<file path="config.mk">
export PLATFORM = sky130hd
export DESIGN_NAME = reset_sequencer
export DESIGN_NICKNAME = d
export VERILOG_FILES = /design/src/rtl/reset_sequencer.sv
export SDC_FILE = /design/constraint.sdc
export NUM_CORES = 1
export LEC_CHECK = 0
export CAP_MARGIN = 25
export CORE_MARGIN = 2
export CORE_UTILIZATION = 58
export CTS_CLUSTER_DIAMETER = 150
export DETAILED_ROUTE_END_ITERATION = 6
export PLACE_DENSITY = 0.75
export SLEW_MARGIN = 20
export SYNTH_ARGS = -nofsm -noshare
export SYNTH_HDL_FRONTEND = slang
export SYNTH_SLANG_ARGS = --single-unit
</file>
<file path="constraint.sdc">
create_clock -name clk -period 2.2 [get_ports clk]
set_input_delay 0.44 -clock clk [delete_from_list [all_inputs] [get_ports clk]]
set_output_delay 0.44 -clock clk [all_outputs]
set_load 0.05 [all_outputs]
</file>
<file path="src/rtl/reset_sequencer.sv">
// Staged reset release for core, peripheral and host domains.
// Reset causes: power-on (reset_n), debounced front-panel button, software request.
//
// state      | meaning
// -----------+-----------------------------------------------------------
// HOLD       | all stage resets asserted, hold timer running
// REL_CORE   | core released, stage timer running
// REL_PERIPH | core and peripherals released, stage timer running
// REL_HOST   | host released this cycle, busy drops with it
// RUN        | everything released, waiting for the next reset cause
module reset_sequencer #(
   parameter int DEB_W     = 16,
   parameter int STAGE_CYC = 32,
   parameter int HOLD_CYC  = 64
) (
   input  logic       clk,
   input  logic       reset_n,
   input  logic       pb_n,
   input  logic       sw_rst_req,
   output logic       rst_core_n,
   output logic       rst_periph_n,
   output logic       rst_host_n,
   output logic       busy,
   output logic [1:0] last_cause
);

   typedef enum logic [2:0] {
      HOLD       = 3'd0,
      REL_CORE   = 3'd1,
      REL_PERIPH = 3'd2,
      REL_HOST   = 3'd3,
      RUN        = 3'd4
   } state_t;

   localparam logic [7:0]       HOLD_TC  = 8'(HOLD_CYC - 1);
   localparam logic [7:0]       STAGE_TC = 8'(STAGE_CYC - 1);
   localparam logic [DEB_W-1:0] DEB_MAX  = '1;
   localparam logic [DEB_W-1:0] DEB_PRE  = {{(DEB_W-1){1'b1}}, 1'b0};
   localparam logic [DEB_W-1:0] DEB_ONE  = {{(DEB_W-1){1'b0}}, 1'b1};

   state_t           state, state_nxt;
   logic [7:0]       cnt, cnt_nxt;
   logic             pb_meta, pb_sync;
   logic [DEB_W-1:0] deb_cnt;
   logic             pb_evt;
   logic             cause_acc;
   logic             core_nxt, periph_nxt, host_nxt, busy_nxt;

   // two-flop synchroniser for the raw button, idle level is released (1)
   always_ff @(posedge clk or negedge reset_n) begin
      if (!reset_n) begin
         pb_meta <= 1'b1;
         pb_sync <= 1'b1;
      end else begin
         pb_meta <= pb_n;
         pb_sync <= pb_meta;
      end
   end

   // debounce counter: counts while pressed, clears on release, saturates
   always_ff @(posedge clk or negedge reset_n) begin
      if (!reset_n) begin
         deb_cnt <= '0;
      end else if (pb_sync) begin
         deb_cnt <= '0;
      end else if (deb_cnt != DEB_MAX) begin
         deb_cnt <= deb_cnt + DEB_ONE;
      end
   end

   // the press registers on the step into saturation, so a held button fires once
   assign pb_evt    = !pb_sync && (deb_cnt == DEB_PRE);
   assign cause_acc = (pb_evt || sw_rst_req) && (state != HOLD);

   // state and stage timer register
   always_ff @(posedge clk or negedge reset_n) begin
      if (!reset_n) begin
         state <= HOLD;
         cnt   <= '0;
      end else begin
         state <= state_nxt;
         cnt   <= cnt_nxt;
      end
   end

   // next state, timer and output levels; a reset cause overrides everything
   always_comb begin
      state_nxt  = state;
      cnt_nxt    = cnt;
      core_nxt   = 1'b0;
      periph_nxt = 1'b0;
      host_nxt   = 1'b0;
      busy_nxt   = 1'b1;
      case (state)
         HOLD: begin
            if (cnt == HOLD_TC) begin
               state_nxt = REL_CORE;
               cnt_nxt   = '0;
            end else begin
               cnt_nxt = cnt + 8'd1;
            end
         end
         REL_CORE: begin
            core_nxt = 1'b1;
            if (cnt == STAGE_TC) begin
               state_nxt = REL_PERIPH;
               cnt_nxt   = '0;
            end else begin
               cnt_nxt = cnt + 8'd1;
            end
         end
         REL_PERIPH: begin
            core_nxt   = 1'b1;
            periph_nxt = 1'b1;
            if (cnt == STAGE_TC) begin
               state_nxt = REL_HOST;
               cnt_nxt   = '0;
            end else begin
               cnt_nxt = cnt + 8'd1;
            end
         end
         REL_HOST: begin
            core_nxt   = 1'b1;
            periph_nxt = 1'b1;
            host_nxt   = 1'b1;
            busy_nxt   = 1'b0;
            state_nxt  = RUN;
            cnt_nxt    = '0;
         end
         RUN: begin
            core_nxt   = 1'b1;
            periph_nxt = 1'b1;
            host_nxt   = 1'b1;
            busy_nxt   = 1'b0;
         end
         default: begin
            state_nxt = HOLD;
            cnt_nxt   = '0;
         end
      endcase
      if (cause_acc) begin
         state_nxt  = HOLD;
         cnt_nxt    = '0;
         core_nxt   = 1'b0;
         periph_nxt = 1'b0;
         host_nxt   = 1'b0;
         busy_nxt   = 1'b1;
      end
   end

   // registered outputs, one cycle behind the state so releases are glitch-free
   always_ff @(posedge clk or negedge reset_n) begin
      if (!reset_n) begin
         rst_core_n   <= 1'b0;
         rst_periph_n <= 1'b0;
         rst_host_n   <= 1'b0;
         busy         <= 1'b1;
      end else begin
         rst_core_n   <= core_nxt;
         rst_periph_n <= periph_nxt;
         rst_host_n   <= host_nxt;
         busy         <= busy_nxt;
      end
   end

   // cause capture; the button wins when both arrive together
   always_ff @(posedge clk or negedge reset_n) begin
      if (!reset_n) begin
         last_cause <= 2'b00;
      end else if (cause_acc) begin
         last_cause <= pb_evt ? 2'b01 : 2'b10;
      end
   end

endmodule

</file>
# Word level (Yosys, flattened, before mapping)
# Cells that the tools add are included.
# totals
register_bits,35
latchBits,0
mem_bits_rw,0
rom_bits,0
in_bits,4
out_inout_bits,6
word_cells,56
memories,0
# classes
addsub,2
mul,0
div_mod_pow,0
order_cmp,0
eq_ne,12
shifts,0
muxes,20
bitwise,0
n_reduce_logical,12
# ops
cell,count
two-way mux 16 bit,2
two-way mux 8 bit,3
case mux 8 bit (3 select lines),1
adder 16 x 1 -> 16 bit (second input constant),1
equality test 16 bit (second input constant),1
!= test 16 bit (second input constant),1
case mux 3 bit (5 select lines),1
two-way mux 3 bit,4
!= test 3 bit (second input constant),3
adder 8 x 1 -> 8 bit (second input constant),1
equality test 8 x 5 -> 1 bit (second input constant),1
equality test 8 x 6 -> 1 bit (second input constant),1
two-way mux 1 bit,8
equality test 3 x 2 -> 1 bit (second input constant),2
AND reduction 4 bit,1
OR reduction 2 bit,2
OR reduction 4 bit,1
equality test 3 x 1 -> 1 bit (second input constant),1
equality test 3 bit (second input constant),1
logical NOT 3 bit,1
nonzero test 3 bit,1
OR reduction 3 bit,1
logical AND 1 bit,2
two-way mux 2 bit,1
4 further kinds,4

# Logic depth before layout (Yosys ltp)
# depth
depth_word,6
mapped_depth,8
mapped_depth_nobuf,7

# Worst setup path after synthesis
# No wires, ideal clock.
# synth_timing
path_type,reg2reg
startpoint,reg pb_sync
endpoint,reg state[0]
arrival_time_ps,1686
setup_slack_ps,418
stages_incl_launch_ff,8
n_path_buf,2
path_cell_list,dfstp_2 -> buf_4 -> nand4b_1 -> nor4_4 -> or2_0 -> buf_2 -> or4_1 -> o31ai_1
# synth_between
elab_chain_cells,6
word_cells_on_any_way,10
cone_classes,eq/ne: 4; mux: 1; reduce/logical: 5
# synth_rtl
element,line_no,source
start: declaration,43,"logic pb_meta, pb_sync;"
start signal: assignment,56,pb_sync <= pb_meta;
logical NOT 1 bit *,72,assign pb_evt = !pb_sync && (deb_cnt == DEB_PRE);
logical AND 1 bit *,72,
logical OR 1 bit *,73,assign cause_acc = (pb_evt || sw_rst_req) && (state != HOLD);
logical AND 1 bit *,73,
!= test 3 bit (no line) or != test 2 bit (tied branches),-,
AND reduction 4 bit (no line),-,
end signal: assignment,81,state <= state_nxt;
end: declaration,41,"state_t state, state_nxt;"
# Every way passes the cells marked *; elsewhere a longest branch is shown, timed or not.
# A chain may end at the register's enable or synchronous reset.

# Final worst setup path
# layout_timing
startpoint,reg busy
endpoint,out busy
# layout_rtl
element,line_no,source
start: declaration,23,"output logic busy,"
start signal: assignment,162,busy <= busy_nxt;
# No word-level cell between the ends.

==> metrics.txt <==
global-route met3 utilization 0.0584; Max-slew headroom 0.391; R2R Path End cnt[3]$_DFFE_PN0P_; setup violators final 0; CP max FO 1; unrepaired setup endpoints after global routing false; cell area after layout 0.00200 mm^2; drt total wl 3300 um; number of slew-limit violations in the final report 0; synthesized instance count 180; met1 capacity usage during global routing 0.250; portion of total power attributed to sequential cells 0.519; classification of the worst-slack hold path reg2reg; delay of the slowest cell on the worst path slightly below 0.8 ns; Wirelength per Cell 14.7 um; top-area cell type share of the netlist area 0.441; clk buf depth 2; Setup crit end kind primary output; layout overhead on the synthesized area 10.1%; most area-hungry cell type in the Yosys netlist dfrtp_1; global route total overflow 0; Die X-Extent roughly 60 um; WHS 0.362 ns; origin of the critical flop-to-flop path deb_cnt[0]$_DFFE_PN0P_; path depth of the worst reg2reg path 7; Synthesis Warnings 0; Largest delay share family, worst path buffers and inverters; Avg Cell Area, Syn 10.1 um^2; final worst path period need 2.10 ns; DRC violation count after routing 0; layout cells sized above 1 0.120; met2 usage 0.331; worst-case register-to-register setup slack 0.15 ns; fraction of power consumed by the clock network 0.286; number of DRC markers in iteration 0 77; Internal Power 1.13 mW; Die Area around 0.0036 mm^2; WP depth 1; share of synthesized area occupied by flip-flops and latches 0.484; clock latency of the later-clocked register in the worst-skew pair about 0.35 ns; count of cell types in the netlist 49; Arr. time, crit path about 1.7 ns; Crit. Startpoint busy$_DFF_PN1_; number of hold-slack violations in the final timing report 0; placement-stage worst setup slack 0.0101 ns; power spent charging and discharging nets around 460 uW; initial antenna violation count 0; number of synthesized flops with an enable pin 0; leading cell types by count after synthesis dfrtp_1 (32), nor2_1 (25), nand2_1 (16); Post-Synthesis Net Count 187; slowest cell on the critical path clkdlybuf4s50_1; nets 198; die height 59.9 um; part of the total power dissipated in combinational logic 0.195; overall track demand over capacity in global routing 0.203; Synth async-reset ratio 1.00; maximum resistive drop on vdd 0.494 mV; startpoint types flop; least setup slack across all paths after layout around 0.10 ns; Worst Max-Slew Pin Slew 0.907 ns; Final TNS setup 0 ns; total number of vias 1349; count of input and output buffers 9; number of setup buffers added after CTS 0; total placed instance area 0.00192 mm^2; top-level port count 10; Num CTS Buffers 5; standby leakage power just under 0.9 nW; result of the run finished clean; final worst path period share 0.953; most used standard cell by instance count after synthesis dfrtp_1; TritonCTS sink count 35; crit path buf inv count 1; row count 20; worst setup path end busy; largest net degree at the start of global routing 36; cell-by-cell listing of the critical path clkdlybuf4s50_1; Initial Util 0.605; leading post-synthesis cells by cell area dfrtp_1 (44%), nor2_1 (5.2%), dfstp_2 (4.3%), xor2_1 (3.9%), nand2_1 (3.3%); first-pass GRT wire length 5390 um; Post-Syn Area 0.00182 mm^2; CTS Root Buffer Type clkbuf_4; Finished Core Util 0.666; worst setup path category reg2out; clk_skew 0.0166 ns; synthesized flop and latch total 35; Most Used Layer, Global Route met2; Required @ worst endpoint 1.76 ns; clock transition time at the flip-flop clock pins of the worst setup and hold paths 0.10 ns; vias per std cell 6.00; top achievable clock speed between 0.4 and 0.5 GHz; via count of the first global-routing pass 1254; HPWL after DPL 2270 um; maxcap violations 0; CTS H-tree depth 2; CTS tree yes; count of inserted antenna diode cells 0; number of nets with antenna violations after routing 0; placer congestion estimate 0.881; switching portion of total power 0.292; number of detailed-routing iterations run before antenna repair 6; power density over cell area approximately 790 mW/mm^2; Core Area 0.00300 mm^2; most used flip-flop cell after synthesis dfrtp_1
==> what timing repair did <==
item | CTS | global route
hold buffers | 0 | 0
setup endpoints to repair | 0 | 7
hold endpoints to repair | 0 | 0
gates resized for setup | 0 | 1
==> layer usage <==
layer | vias up | routed length (um) | part of all wire
li1 | 662 | - | -
met1 | 644 | 1490 | 0.45
met2 | 30 | 1620 | 0.49
met3 | 13 | 112 | 0.034
met4 | 0 | 81 | 0.025
met5 | - | 0 | 0
==> layout by cell type, fill, tap and decap left out, types with 2 or more instances in the layout <==
| master | n |
|---|---|
| xnor2_1 | 6 |
| clkdlybuf4s50_1 | 9 |
| o31ai_1 | 2 |
| nand4b_1 | 2 |
| and3_1 | 3 |
| o21ai_0 | 2 |
| a211oi_1 | 3 |
| nand3b_1 | 3 |
| a21o_1 | 2 |
| a22o_2 | 3 |
| nand3_1 | 7 |
| dfrtp_1 | 32 |
| clkbuf_4 | 5 |
| buf_4 | 2 |
| and4_1 | 2 |
| a22o_1 | 2 |
| nand2_1 | 16 |
| nand4_1 | 5 |
| dfstp_2 | 3 |
| clkbuf_1 | 2 |
| inv_1 | 5 |
| ha_1 | 3 |
| and2b_1 | 2 |
| nor3_1 | 5 |
| xor2_1 | 8 |
| a21oi_1 | 8 |
| nor2_1 | 25 |
| a31oi_1 | 3 |
==> worst min-delay path by stage <==
stage                            from                 end  slack (ns)  cells after the start
CTS                 pb_meta$_DFF_PN1_   pb_sync$_DFF_PN1_        0.36                      0
detailed placement  pb_meta$_DFF_PN1_   pb_sync$_DFF_PN1_        0.35                      0
global route        pb_meta$_DFF_PN1_   pb_sync$_DFF_PN1_        0.37                      0
floorplan                     reset_n  cnt[0]$_DFFE_PN0P_        0.14                      0
global placement    pb_meta$_DFF_PN1_   pb_sync$_DFF_PN1_        0.35                      0
finish              pb_meta$_DFF_PN1_   pb_sync$_DFF_PN1_        0.36                      0
==> final cells by class <==
cell class	count	area [um^2]
clock inverters	1	30.0
clock buffers	7	45.0
flip-flops and latches	35	880
inverters	5	18.8
well taps	33	41.3
multi-input cells	133	880
repair buffers	11	105
fillers	228	1000
==> power groups by stage <==
stage | Combinational, mW | Clock, mW | Sequential [mW]
finish | 0.310 | 0.454 | 0.825
global route | 0.347 | 0.494 | 0.839
CTS | 0.308 | 0.465 | 0.820
detailed placement | 0.307 | 0 | 0.829
global placement | 0.292 | 0 | 0.826
floorplan | 0.205 | 0 | 0.840
==> metrics by stage <==
stage	power (mW)	instances
after floorplan	1.05	180
after global placement	1.12	217
after detailed placement	1.14	217
after CTS	1.59	225
after global routing	1.68	225
final	1.59	225
==> sequential cells by signal, indices dropped and copies added (netlist names) <==
signal	count
busy	1
state	3
cnt	8
rst_host_n	1
pb_meta	1
pb_sync	1
rst_periph_n	1
rst_core_n	1
last_cause	2
deb_cnt	16
==> cell families after synthesis <==
kind of cell | count (synthesis) | share of synthesized area
xor+xnor | 14 | 0.0675
compound gates | 32 | 0.129
flops | 35 | 0.484
fa+ha+maj | 4 | 0.0262
mux | 2 | 0.0117
buf+inv | 12 | 0.0358
simple gates | 81 | 0.245
(Power assumes the default switching activity.)
